File: src/rtl/mem_access_ctrl_pkg.sv
// Shared types and helpers for the data-memory access controller.
// Size encodings, FSM states and the request legality check.
package mem_access_ctrl_pkg;

    localparam int MEM_WORDS_DEF = 512;

    typedef enum logic [1:0] {
        SZ_BYTE = 2'b00,
        SZ_HALF = 2'b01,
        SZ_WORD = 2'b10,
        SZ_RSVD = 2'b11
    } size_e;

    typedef enum logic [1:0] {
        ST_IDLE = 2'b00,
        ST_RD   = 2'b01,
        ST_WR   = 2'b10,
        ST_RESP = 2'b11
    } state_e;

    // Misalignment, reserved size or out-of-range word index.
    function automatic logic access_err(input size_e size, input logic [1:0] lane, input logic oor);
        logic bad;
        case (size)
            SZ_BYTE: bad = 1'b0;
            SZ_HALF: bad = lane[0];
            SZ_WORD: bad = (lane != 2'b00);
            default: bad = 1'b1;
        endcase
        return bad | oor;
    endfunction

endpackage

File: src/rtl/mem_access_ctrl_if.sv
// Core-side request/response handshake of the data-memory access controller.
// master = pipeline (initiates requests), slave = controller.
interface mem_access_ctrl_if #(
    parameter int ADDR_W = 32
);
    logic              req_valid;
    logic              req_ready;
    logic              req_we;
    logic [1:0]        req_size;
    logic              req_signed;
    logic [ADDR_W-1:0] req_addr;
    logic [31:0]       req_wdata;
    logic              resp_valid;
    logic              resp_ready;
    logic [31:0]       resp_rdata;
    logic              resp_err;

    modport master (
        output req_valid, req_we, req_size, req_signed, req_addr, req_wdata, resp_ready,
        input  req_ready, resp_valid, resp_rdata, resp_err
    );

    modport slave (
        input  req_valid, req_we, req_size, req_signed, req_addr, req_wdata, resp_ready,
        output req_ready, resp_valid, resp_rdata, resp_err
    );
endinterface

File: src/rtl/mem_access_ctrl_lane_unit.sv
// Combinational byte/halfword lane logic: load extract+extend and store merge.
// Shared with the data-cache path, so it carries no state.
module mem_lane_unit
    import mem_access_ctrl_pkg::*;
(
    input  logic [31:0] word,
    input  logic [31:0] wdata,
    input  logic [1:0]  lane,
    input  size_e       size,
    input  logic        sgn,
    output logic [31:0] load_data,
    output logic [31:0] merged
);
    logic [7:0]  byte_s;
    logic [15:0] half_s;

    // Lane select, extension and read-modify-write merge.
    always_comb begin
        byte_s    = word[{lane, 3'b000} +: 8];
        half_s    = word[{lane[1], 4'b0000} +: 16];
        load_data = 32'h0000_0000;
        merged    = word;
        case (size)
            SZ_BYTE: begin
                load_data = {{24{sgn & byte_s[7]}}, byte_s};
                merged[{lane, 3'b000} +: 8] = wdata[7:0];
            end
            SZ_HALF: begin
                load_data = {{16{sgn & half_s[15]}}, half_s};
                merged[{lane[1], 4'b0000} +: 16] = wdata[15:0];
            end
            SZ_WORD: begin
                load_data = word;
                merged    = wdata;
            end
            default: begin
                load_data = 32'h0000_0000;
                merged    = word;
            end
        endcase
    end
endmodule

File: src/rtl/mem_access_ctrl.sv
// Data-memory initiator: byte/half/word loads and stores over a word-addressed
// memory, with sub-word stores done as read-modify-write. Moore outputs only.
module mem_access_ctrl
    import mem_access_ctrl_pkg::*;
#(
    parameter int MEM_WORDS = MEM_WORDS_DEF,
    parameter int ADDR_W    = 32
) (
    input  logic               clk,
    input  logic               rst_n,
    mem_access_ctrl_if.slave   bus,
    output logic [31:0]        mem_dir,
    output logic [31:0]        mem_data_input,
    output logic               mem_rd,
    output logic               mem_wd,
    input  logic [31:0]        mem_data_output
);
    state_e            state_r;
    logic [ADDR_W-1:0] addr_r;
    size_e             size_r;
    logic              we_r;
    logic              signed_r;
    logic [31:0]       wdata_r;
    logic [31:0]       resp_rdata_r;
    logic              resp_err_r;
    logic [31:0]       mem_data_input_r;

    logic              oor_s;
    logic              req_err_s;
    size_e             req_size_s;
    logic [31:0]       load_data_s;
    logic [31:0]       merged_s;

    assign req_size_s = size_e'(bus.req_size);
    assign oor_s      = ({2'b00, bus.req_addr[ADDR_W-1:2]} >= ADDR_W'(MEM_WORDS));
    assign req_err_s  = access_err(req_size_s, bus.req_addr[1:0], oor_s);

    mem_lane_unit u_lane (
        .word      (mem_data_output),
        .wdata     (wdata_r),
        .lane      (addr_r[1:0]),
        .size      (size_r),
        .sgn       (signed_r),
        .load_data (load_data_s),
        .merged    (merged_s)
    );

    // Request capture, FSM sequencing and registered response/write data.
    always_ff @(posedge clk or negedge rst_n) begin
        if (!rst_n) begin
            state_r          <= ST_IDLE;
            addr_r           <= '0;
            size_r           <= SZ_BYTE;
            we_r             <= 1'b0;
            signed_r         <= 1'b0;
            wdata_r          <= 32'h0000_0000;
            resp_rdata_r     <= 32'h0000_0000;
            resp_err_r       <= 1'b0;
            mem_data_input_r <= 32'h0000_0000;
        end else begin
            case (state_r)
                ST_IDLE: begin
                    if (bus.req_valid) begin
                        addr_r           <= bus.req_addr;
                        size_r           <= req_size_s;
                        we_r             <= bus.req_we;
                        signed_r         <= bus.req_signed;
                        wdata_r          <= bus.req_wdata;
                        mem_data_input_r <= bus.req_wdata;
                        resp_rdata_r     <= 32'h0000_0000;
                        resp_err_r       <= req_err_s;
                        if (req_err_s) begin
                            state_r <= ST_RESP;
                        end else if (bus.req_we && (req_size_s == SZ_WORD)) begin
                            state_r <= ST_WR;
                        end else begin
                            state_r <= ST_RD;
                        end
                    end else begin
                        state_r <= ST_IDLE;
                    end
                end
                ST_RD: begin
                    // Sub-word stores pass through here to fetch the old word.
                    if (we_r) begin
                        mem_data_input_r <= merged_s;
                        state_r          <= ST_WR;
                    end else begin
                        resp_rdata_r <= load_data_s;
                        state_r      <= ST_RESP;
                    end
                end
                ST_WR: begin
                    state_r <= ST_RESP;
                end
                ST_RESP: begin
                    if (bus.resp_ready) begin
                        state_r <= ST_IDLE;
                    end else begin
                        state_r <= ST_RESP;
                    end
                end
                default: begin
                    state_r <= ST_IDLE;
                end
            endcase
        end
    end

    assign bus.req_ready  = (state_r == ST_IDLE);
    assign bus.resp_valid = (state_r == ST_RESP);
    assign bus.resp_rdata = resp_rdata_r;
    assign bus.resp_err   = resp_err_r;
    assign mem_rd         = (state_r == ST_RD);
    assign mem_wd         = (state_r == ST_WR);
    assign mem_dir        = 32'({2'b00, addr_r[ADDR_W-1:2]});
    assign mem_data_input = mem_data_input_r;
endmodule

File: src/flat_wrapper.sv
// flat-port wrapper written by rule: the top's interface ports become plain ports
module mem_access_ctrl_flat import mem_access_ctrl_pkg::*;
#(
    parameter int MEM_WORDS = MEM_WORDS_DEF,
    parameter int ADDR_W    = 32
)
  (clk, rst_n, mem_dir, mem_data_input, mem_rd, mem_wd, mem_data_output, bus_req_valid, bus_req_we, bus_req_size, bus_req_signed, bus_req_addr, bus_req_wdata, bus_resp_ready, bus_req_ready, bus_resp_valid, bus_resp_rdata, bus_resp_err);
  mem_access_ctrl_if #(.ADDR_W(ADDR_W)) bus_i ();
  input  logic clk;
  input  logic rst_n;
  output logic [31:0] mem_dir;
  output logic [31:0] mem_data_input;
  output logic mem_rd;
  output logic mem_wd;
  input  logic [31:0] mem_data_output;
  input wire logic [$bits(bus_i.req_valid)-1:0] bus_req_valid;
  input wire logic [$bits(bus_i.req_we)-1:0] bus_req_we;
  input wire logic [$bits(bus_i.req_size)-1:0] bus_req_size;
  input wire logic [$bits(bus_i.req_signed)-1:0] bus_req_signed;
  input wire logic [$bits(bus_i.req_addr)-1:0] bus_req_addr;
  input wire logic [$bits(bus_i.req_wdata)-1:0] bus_req_wdata;
  input wire logic [$bits(bus_i.resp_ready)-1:0] bus_resp_ready;
  output wire logic [$bits(bus_i.req_ready)-1:0] bus_req_ready;
  output wire logic [$bits(bus_i.resp_valid)-1:0] bus_resp_valid;
  output wire logic [$bits(bus_i.resp_rdata)-1:0] bus_resp_rdata;
  output wire logic [$bits(bus_i.resp_err)-1:0] bus_resp_err;
  assign bus_i.req_valid = bus_req_valid;
  assign bus_i.req_we = bus_req_we;
  assign bus_i.req_size = bus_req_size;
  assign bus_i.req_signed = bus_req_signed;
  assign bus_i.req_addr = bus_req_addr;
  assign bus_i.req_wdata = bus_req_wdata;
  assign bus_i.resp_ready = bus_resp_ready;
  assign bus_req_ready = bus_i.req_ready;
  assign bus_resp_valid = bus_i.resp_valid;
  assign bus_resp_rdata = bus_i.resp_rdata;
  assign bus_resp_err = bus_i.resp_err;
  mem_access_ctrl #(.MEM_WORDS(MEM_WORDS), .ADDR_W(ADDR_W)) u_core (.clk(clk), .rst_n(rst_n), .bus(bus_i), .mem_dir(mem_dir), .mem_data_input(mem_data_input), .mem_rd(mem_rd), .mem_wd(mem_wd), .mem_data_output(mem_data_output));
endmodule
File: config.mk
export PLATFORM = sky130hd
export DESIGN_NAME = mem_access_ctrl_flat
export DESIGN_NICKNAME = d
export VERILOG_FILES = /design/src/rtl/mem_access_ctrl_pkg.sv /design/src/rtl/mem_access_ctrl_if.sv /design/src/rtl/mem_access_ctrl_lane_unit.sv /design/src/rtl/mem_access_ctrl.sv /design/src/flat_wrapper.sv
export SDC_FILE = /design/constraint.sdc
export NUM_CORES = 1
export LEC_CHECK = 0
export BUFFER_PORTS_ARGS = -buffer_cell sky130_fd_sc_hd__buf_4
export CAP_MARGIN = 0
export CORE_AREA = 2 2 126 128
export DETAILED_ROUTE_END_ITERATION = 10
export DIE_AREA = 0 0 128 130
export PLACE_DENSITY_LB_ADDON = 0.08
export SETUP_SLACK_MARGIN = 0.05
export SLEW_MARGIN = 15
export SYNTH_ARGS = -nofsm -noshare
export SYNTH_HDL_FRONTEND = slang
export SYNTH_HIERARCHICAL = 1
export SYNTH_SLANG_ARGS = --single-unit
File: constraint.sdc
create_clock -name clk -period 2.75 [get_ports clk]
set_input_delay 0.1375 -clock clk [delete_from_list [all_inputs] [get_ports clk]]
set_output_delay 0.1375 -clock clk [all_outputs]
set_load 0.1 [all_outputs]
Word level (Yosys, flattened, before mapping). Cells that the tools add are included.

Add/subtract/negate cells: 2. Multiply operators: 0. Divide/modulo/power cells: 0. $lt $le $gt $ge: 1. Eq/ne operators: 10. Shift operators: 6. Mux-type cells: 17. Bitwise logic cells: 3. Reductions and logical operators: 9.

Operators with widths (number): one-hot mux 32 bit (3 select lines) (2); two-way mux 32 bit (4); one-hot mux 32 bit (2 select lines) (2); bitwise mux 32 bit (2); variable shift 16 x 7 -> 32 bit (first input constant) (1); variable shift 8 x 7 -> 32 bit (first input constant) (1); indexed part select 16 x 7 -> 32 bit (1); indexed part select 32 x 6 -> 16 bit (1); indexed part select 32 x 6 -> 8 bit (1); indexed part select 8 x 7 -> 32 bit (1); >= comparator 30 x 10 -> 1 bit (second input constant) (1); negator 5 -> 7 bit (2); == test 2 bit (second input constant) (4); two-way mux 2 bit (4); one-hot mux 2 bit (4 select lines) (1); == test 2 x 1 -> 1 bit (second input constant) (3); logical NOT 2 bit (3); AND reduction 3 bit (2); inequality test 2 bit (second input constant) (2); nonzero test 2 bit (2); one-hot mux 1 bit (3 select lines) (1); AND 1 bit (2); inequality test 2 x 1 -> 1 bit (second input constant) (1); AND reduction 2 bit (1); 3 further kinds (3).

Register bits after elaboration: 135. Bits in latches: 0. Bits in writable memories: 0. Bits in read-only memories: 0. Input port bits: 104. Memories: 0.

Logic depth before layout (Yosys ltp). Gate-level depths: netlist of the first run.

Depth in word-level cells: 6. Depth in mapped cells: 11. Gate-level depth less buffers: 8.

Hierarchy. The synthesis of the first run kept the hierarchy.

Modules (own cells, without submodules): mem_access_ctrl (instances 1, cells each 418, area an instance 5602.9 µm², seq. area each 3378.2 µm²); mem_lane_unit (instances 1, cells each 279, area an instance 1908.1 µm², seq. area each 0.0 µm²).

Least setup slack after synthesis of the first run. Ideal clock, no wire load.

Path kind: reg2reg. Start point: reg u_core.addr_r[1]. End point: reg u_core.mem_data_input_r[20] (netlist: u_core/mem_data_input[20]). Arrival time: 2.205 ns. Path slack: 0.412 ns. Stages on the path, launching flop included: 11. Buffers on the path: 3. Period minus slack after synthesis: 2.338 ns. Cell sequence: dfrtp_1 > buf_6 > inv_1 > clkbuf_1 > ha_1 > nor2b_1 > and4b_1 > buf_2 > a221o_1 > mux2i_1 > o21ai_0.

Longest elaborated chain between the ends: 6.

Ends and longest elaborated chain: start, declared (line mem_access_ctrl.sv:19) `logic [ADDR_W-1:0] addr_r;`; start signal, assigned (line mem_access_ctrl.sv:64) `addr_r <= bus.req_addr;`; negator 5 -> 7 bit, on equally long branches (line mem_access_ctrl_lane_unit.sv:30, mem_access_ctrl_lane_unit.sv:26); indexed part select 16 x 7 -> 32 bit (tied with other cells) (line mem_access_ctrl_lane_unit.sv:30) `merged[{lane[1], 4'b0000} +: 16] = wdata[15:0];`; bitwise mux 32 bit, on equally long branches (line mem_access_ctrl_lane_unit.sv:30, mem_access_ctrl_lane_unit.sv:26); one-hot mux 32 bit (3 select lines) (*) (line mem_access_ctrl_lane_unit.sv:23) `case (size)`; named net u_core.merged_s[20] (line mem_access_ctrl.sv:32) `logic [31:0] merged_s;`; two-way mux 32 bit (*) (line mem_access_ctrl.sv:85) `if (we_r) begin`; one-hot mux 32 bit (2 select lines) (*) (line mem_access_ctrl.sv:61) `case (state_r)`; end signal, assigned (line mem_access_ctrl.sv:69) `mem_data_input_r <= bus.req_wdata;`; end signal, assigned (line mem_access_ctrl.sv:86) `mem_data_input_r <= merged_s;`; end, declared (line mem_access_ctrl.sv:26) `logic [31:0] mem_data_input_r;`.

The timed path passes the listed nets; every way through them passes the cells marked *. The select of a mux whose other input is x is not followed. A chain may end at the register's enable or synchronous reset.

Worst setup path after layout of the first run.
Start point: reg u_core.state_r[0]. End point: out mem_rd.

Longest elaborated chain between the ends: 1.

Ends and longest elaborated chain: start, declared (line mem_access_ctrl.sv:18) `state_e state_r;`; start signal, assigned (line mem_access_ctrl.sv:51) `state_r <= ST_IDLE;`; start signal, assigned (line mem_access_ctrl.sv:73) `state_r <= ST_RESP;`; start signal, assigned (line mem_access_ctrl.sv:75) `state_r <= ST_WR;`; == test 2 x 1 -> 1 bit (line mem_access_ctrl.sv:114) `assign mem_rd = (state_r == ST_RD);`; end, declared (line flat_wrapper.sv:13) `output logic mem_rd;`.

Every way passes these cells.

==> results of run 1 <==
[layer usage]
metal | track usage | up-vias | wire length (um)
met2 | 0.436 | 283 | 10700
met4 | 0.122 | 0 | 697
met1 | 0.393 | 3123 | 10600
li1 | - | 2986 | -
met3 | 0.0554 | 38 | 1460
met5 | 0 | - | 0
[cell usage after synthesis (3+ instances only)]
master | count | share of area
buf_6 | 8 | 0.012
dfrtp_1 | 135 | 0.45
ha_1 | 5 | 0.0083
nor2_1 | 12 | 0.0060
a22o_1 | 41 | 0.048
o221ai_1 | 13 | 0.015
nor3_1 | 6 | 0.0040
nor4_1 | 4 | 0.0033
nand3_1 | 3 | 0.0020
a21oi_1 | 14 | 0.0093
and3_1 | 5 | 0.0042
buf_4 | 35 | 0.035
inv_1 | 5 | 0.0025
nand2b_1 | 13 | 0.011
o21ai_0 | 39 | 0.026
a22oi_1 | 8 | 0.0080
nor2b_1 | 17 | 0.014
a221o_1 | 12 | 0.016
clkbuf_1 | 12 | 0.0060
a221o_2 | 7 | 0.010
a32oi_1 | 3 | 0.0035
buf_2 | 25 | 0.017
o2bb2ai_1 | 7 | 0.0082
mux2_2 | 76 | 0.11
nand2_1 | 90 | 0.045
mux2i_1 | 56 | 0.075
o21ai_1 | 10 | 0.0067
[cells in the final DEF, fill, tap and decap left out, drive strengths merged, types with 7 or more instances in the layout]
| master | Yosys | final |
|---|---|---|
| nand2b | 13 | 13 |
| mux2 | 77 | 77 |
| nor2b | 18 | 18 |
| clkbuf | 12 | 18 |
| a22oi | 8 | 8 |
| o21ai | 50 | 50 |
| dfrtp | 135 | 135 |
| a221o | 19 | 19 |
| o2bb2ai | 7 | 7 |
| nor2 | 14 | 14 |
| a22o | 41 | 41 |
| inv | 5 | 11 |
| o221ai | 13 | 13 |
| a21oi | 15 | 15 |
| buf | 69 | 221 |
| nand2 | 90 | 90 |
| mux2i | 56 | 56 |
| dlygate4sd3 | 0 | 70 |
[final timing paths]
kind                                          start                   endpoint  slack (ns)  cells past startpoint
min                                   bus_req_valid          u_core/state_r[1]        0.03                      3
max in group asynchronous                     rst_n  u_core/bus.resp_rdata[17]        1.62                      3
min in group asynchronous                     rst_n  u_core/mem_data_input[24]        0.27                      2
max reg2reg                        u_core/size_r[1]   u_core/bus.resp_rdata[4]        0.47                      5
max                               u_core/state_r[0]                     mem_rd        0.37                      3
min reg2reg                u_core/mem_data_input[2]   u_core/mem_data_input[2]        0.49                      2
[per-stage QoR]
step,util,std cells
3_5_place_dp,0.578,1030
6_report,0.663,1132
2_1_floorplan,-,698
5_1_grt,0.663,1132
3_3_place_gp,0.578,1030
4_1_cts,0.663,1132
[sequential cells by signal, indices dropped and copies added, names as in the netlist]
name	flops
u_core/addr_r	32
u_core/bus.resp_rdata	32
u_core/mem_data_input	32
u_core/wdata_r	32
u_core/size_r	2
u_core/state_r	2
u_core/bus.resp_err	1
u_core/signed_r	1
u_core/we_r	1
[cell type report]
cell class / count / area (sq um)
fillers: 1205 / 5200
clock buffers: 18 / 439
flip-flops and latches: 135 / 3380
multi-input cells: 476 / 3600
inverters: 6 / 22.5
well taps: 192 / 240
repair buffers: 291 / 2380
clock inverters: 14 / 163
[kinds of logic (layout without fill, tap and decap cells)]
| group | after synthesis | in the layout | share of synthesized area |
|---|---|---|---|
| other cells | 1 | 2 | 0.000499 |
| fa+ha+maj | 5 | 5 | 0.00833 |
| buf+inv | 87 | 329 | 0.0731 |
| flops | 135 | 135 | 0.450 |
| compound gates | 170 | 170 | 0.169 |
| mux | 133 | 133 | 0.190 |
| simple gates | 166 | 166 | 0.109 |
[critical path, cell delays in order (launching register included)]
cell and delay (ns):
dfrtp_1 0.45, nor2b_4 0.51, buf_4 0.47, buf_4 0.37
==> metrics, run 1 <==
status complete, no violations; largest net degree at the start of global routing between 60 and 70; global-route wire length before repair ~36 mm; Clock Path Buffers 2; Setup WS post-layout approximately 0.37 ns; min Tclk post-route ~2.4 ns; routed len/inst roughly 21 um; Synth Register Bits 135; port bufs around 200; cts bufs inserted 17; Global Route Usage Sum 0.283; via count 6430; Post-synth EDFFs 0; CTS H-tree depth 4; worst hold path class input port to flip-flop; fin crit share 0.867; Clk pin slew, worst setup/hold paths around 0.060 ns; iteration-0 DRC count of the detailed router 442; Design Area, Final slightly above 10000 sq um; Max-slew headroom 0.400; HPWL after DPL between 15 and 20 mm; Synth Warn # 6; share of cells above drive strength 1 0.370; setup TNS 0 ns; DRC errors left 0; clk_skew about 0.009 ns; Worst Setup End Kind output port; number of global-route vias before repair ~6500; via/cell ratio around 5.7; Main synth FF type dfrtp_1; die height between 100 and 150 um; antenna violations before repair 0; Post-DP Area 8920 sq um; Total Routed Length approximately 24 mm; root buffer cell clkbuf_16; drt pass-1 iters 6; Post-CTS Setup Bufs 0; hold violation count in the final report 0; CTS tree done; area delta synth->final 36.1%; syn_area_per_cell about 11 sq um; Post-CTS Hold Fix Bufs 70; Core ar. approximately 15000 sq um; total of max-cap violations 0; Final Max Slew Viols 0; die width 128 um; Critical Path Source Type flip-flop; Setup violations, final 0; DIE AREA about 17000 sq um; Starting Density 0.487; Worst Setup Path Type flip-flop to output port; Async S/R FF share, synth 1.00; clk sinks roughly 140; mapped cell area 7510 sq um; Final ANT Viol Nets 0; WP data arrival 2.25 ns; sequential area share after synthesis 0.450; CP Data Required Time between 2 and 3 ns; # IOs slightly above 200; row count 46; total grt overflow 0; Least-Margin Pin Slew about 0.89 ns; WHS approximately 0.035 ns; post-synth cell types 57; net count reported at finish 1036; post_cts resized 0; Fmax 419 MHz; Syn Inst Count between 600 and 700; RSZ-0062 raised after global routing no; peak fanout along the critical path 24; # diodes 0; dpl ws just over 0.5 ns; clk_lat worst skew 0.42 ns; routability cong. slightly below 0.9
Power of run 1 is not shown: default switching activity piles up to over one toggle a cycle in this logic, so the estimate is an artifact.
==> run 2, diff against run 1 <==
--- a/config.mk
+++ b/config.mk
@@ -7,13 +7,13 @@
 export LEC_CHECK = 0
 export BUFFER_PORTS_ARGS = -buffer_cell sky130_fd_sc_hd__buf_4
 export CAP_MARGIN = 0
-export CORE_AREA = 2 2 126 128
+export CORE_AREA = 2 2 129 131
+export CTS_BUF_LIST = sky130_fd_sc_hd__clkbuf_4
 export DETAILED_ROUTE_END_ITERATION = 10
-export DIE_AREA = 0 0 128 130
+export DIE_AREA = 0 0 131 133
 export PLACE_DENSITY_LB_ADDON = 0.08
 export SETUP_SLACK_MARGIN = 0.05
 export SLEW_MARGIN = 15
 export SYNTH_ARGS = -nofsm -noshare
 export SYNTH_HDL_FRONTEND = slang
-export SYNTH_HIERARCHICAL = 1
 export SYNTH_SLANG_ARGS = --single-unit
==> metrics, run 2 <==
die height around 130 um; hold violation count in the final report 0; Final Max Slew Viols 0; dominant cells by area after synthesis dfrtp_1 43%, nand2_1 11%, a221o_1 4.5%, mux2_2 4.3%, o21ai_0 4.2%; number of global-route vias before repair about 7600; iteration-0 DRC count of the detailed router between 800 and 900; row count 47; sequential area share after synthesis 0.427; antenna violations before repair 1; Critical Path Source Type flip-flop; share of the synthesized area in the top cell type 0.427; commonest non-fill, non-tap cell in the layout nand2_1; Setup WS post-layout between 0.5 and 0.6 ns; setup TNS 0 ns; share of cells above drive strength 1 0.277; most instantiated cells after synthesis 231 x nand2_1, 135 x dfrtp_1, 66 x o21ai_0; peak fanout along the critical path 11; Synth area leader dfrtp_1; Starting Density 0.490; fin crit share 0.795; Post-CTS Setup Bufs 0; Total Routed Length roughly 27 mm; worst hold path class input port to asynchronous set/reset pin; most frequent cells in the layout 231 x nand2_1, 225 x buf_4, 133 x dfrtp_1; total of max-cap violations 0; routability cong. 0.900; die width about 130 um; R2R cell count 6; Post-DP Area 9300 sq um; CTS H-tree depth 4; DIE AREA roughly 17000 sq um; RSZ-0062 raised after global routing no; Worst Setup End Kind flip-flop; clk_lat worst skew between 0.5 and 0.6 ns; HPWL after DPL approximately 18 mm; dpl ws 0.571 ns; port bufs a little over 200; global-route wire length before repair 41.7 mm; status complete, no violations; Design Area, Final 10600 sq um; Core ar. approximately 16000 sq um; total grt overflow 0; CP Data Required Time about 3.2 ns; Main synth FF type dfrtp_1; net count reported at finish between 1000 and 1500; # IOs ~200; cts bufs inserted 17; via count 7892; Synth Register Bits ~140; min Tclk post-route ~2.2 ns; drt pass-1 iters 7; post_cts resized 0; DRC errors left 0; r2r setup slk 0.56 ns; Worst Setup Path Type flip-flop to flip-flop; mapped cell area between 7000 and 8000 sq um; Global Route Usage Sum 0.311; CTS tree done; Clk pin slew, worst setup/hold paths 0.13 ns; Syn Inst Count ~890; syn_area_per_cell 8.94 sq um; top-count cell post-synth nand2_1; Post-CTS Hold Fix Bufs slightly above 100; routed len/inst around 20 um; Final ANT Viol Nets 0; Clock Path Buffers 2; Max-slew headroom 0.270; Synth Warn # 0; area delta synth->final 34.4%; root buffer cell clkbuf_4; clk_skew 0.0258 ns; Async S/R FF share, synth 1.00; post-synth cell types 64; WP data arrival between 2 and 3 ns; Fmax approximately 460 MHz; Least-Margin Pin Slew between 1 and 1.5 ns; Post-synth EDFFs 0; largest net degree at the start of global routing between 70 and 80; via/cell ratio 5.79; Setup violations, final 0; clk sinks 135
[run 2: cell types whose count changed after synthesis, moves of 12 or more]
cell      delta
nand2_1    +141
mux2i_1     -48
mux2_2      -46
a22o_1      -40
o21ai_0     +27
a221o_1     +24
o21a_1      +21
nor2_1      +18
a21oi_1     +15
a211oi_1    +13
nor2b_1     -13
clkbuf_1    +12
o221ai_1    -12
[run 2: worst paths after layout]
check                                       start                         to
worst max-delay path             u_core.addr_r[0]  u_core.mem_data_input[27]
worst min-delay path                        rst_n          u_core.addr_r[19]
worst max register to register   u_core.addr_r[0]  u_core.mem_data_input[27]
worst min register to register  u_core.addr_r[31]          u_core.addr_r[31]
max in group asynchronous                   rst_n         u_core.wdata_r[15]
min in group clk                    bus_req_valid          u_core.wdata_r[1]
[run 2: final cells by class]
cell class,count,area [sq um]
fill,1338,5530
multi-input combinational,633,3870
sequential,135,3380
timing repair buffer,329,2740
tap,220,275
clock inverter,15,189
clock buffer,17,128
inverter,14,52.6
antenna,1,2.50
[run 2: routing by layer]
layer / up-vias / routed length [um] / global-route usage
met3: 63 / 2360 / 0.0578
met4: 0 / 901 / 0.117
met1: 3778 / 11300 / 0.439
met2: 427 / 12400 / 0.474
met5: - / 0 / 0
li1: 3624 / - / -
[run 2: cells by family after synthesis]
family                     after synthesis  synth area share
adders and majority gates                5           0.00790
muxes                                   40            0.0570
other                                    1          0.000473
AOI/OAI and AO/OA                      261             0.241
DFF                                    135             0.427
buffers and inverters                  119            0.0855
and+or+nand+nor                        325             0.181
[run 2: worst max-delay path, stage by stage, from the launching register on]
cell,delay [ns]
dfrtp_1,0.60
inv_1,0.16
ha_1,0.36
nor3b_1,0.23
and2_1,0.32
a211oi_1,0.13
a221oi_1,0.29
[run 2: metrics by stage]
step,utilization,instances,hold slack [ns]
6_report,0.658,1364,0.0624
5_1_grt,0.658,1364,0.0621
4_1_cts,0.658,1363,0.0446
3_5_place_dp,0.575,1229,0.113
3_3_place_gp,0.575,1229,0.112
2_1_floorplan,-,887,-0.158
Power of run 2 is left out for the same reason.
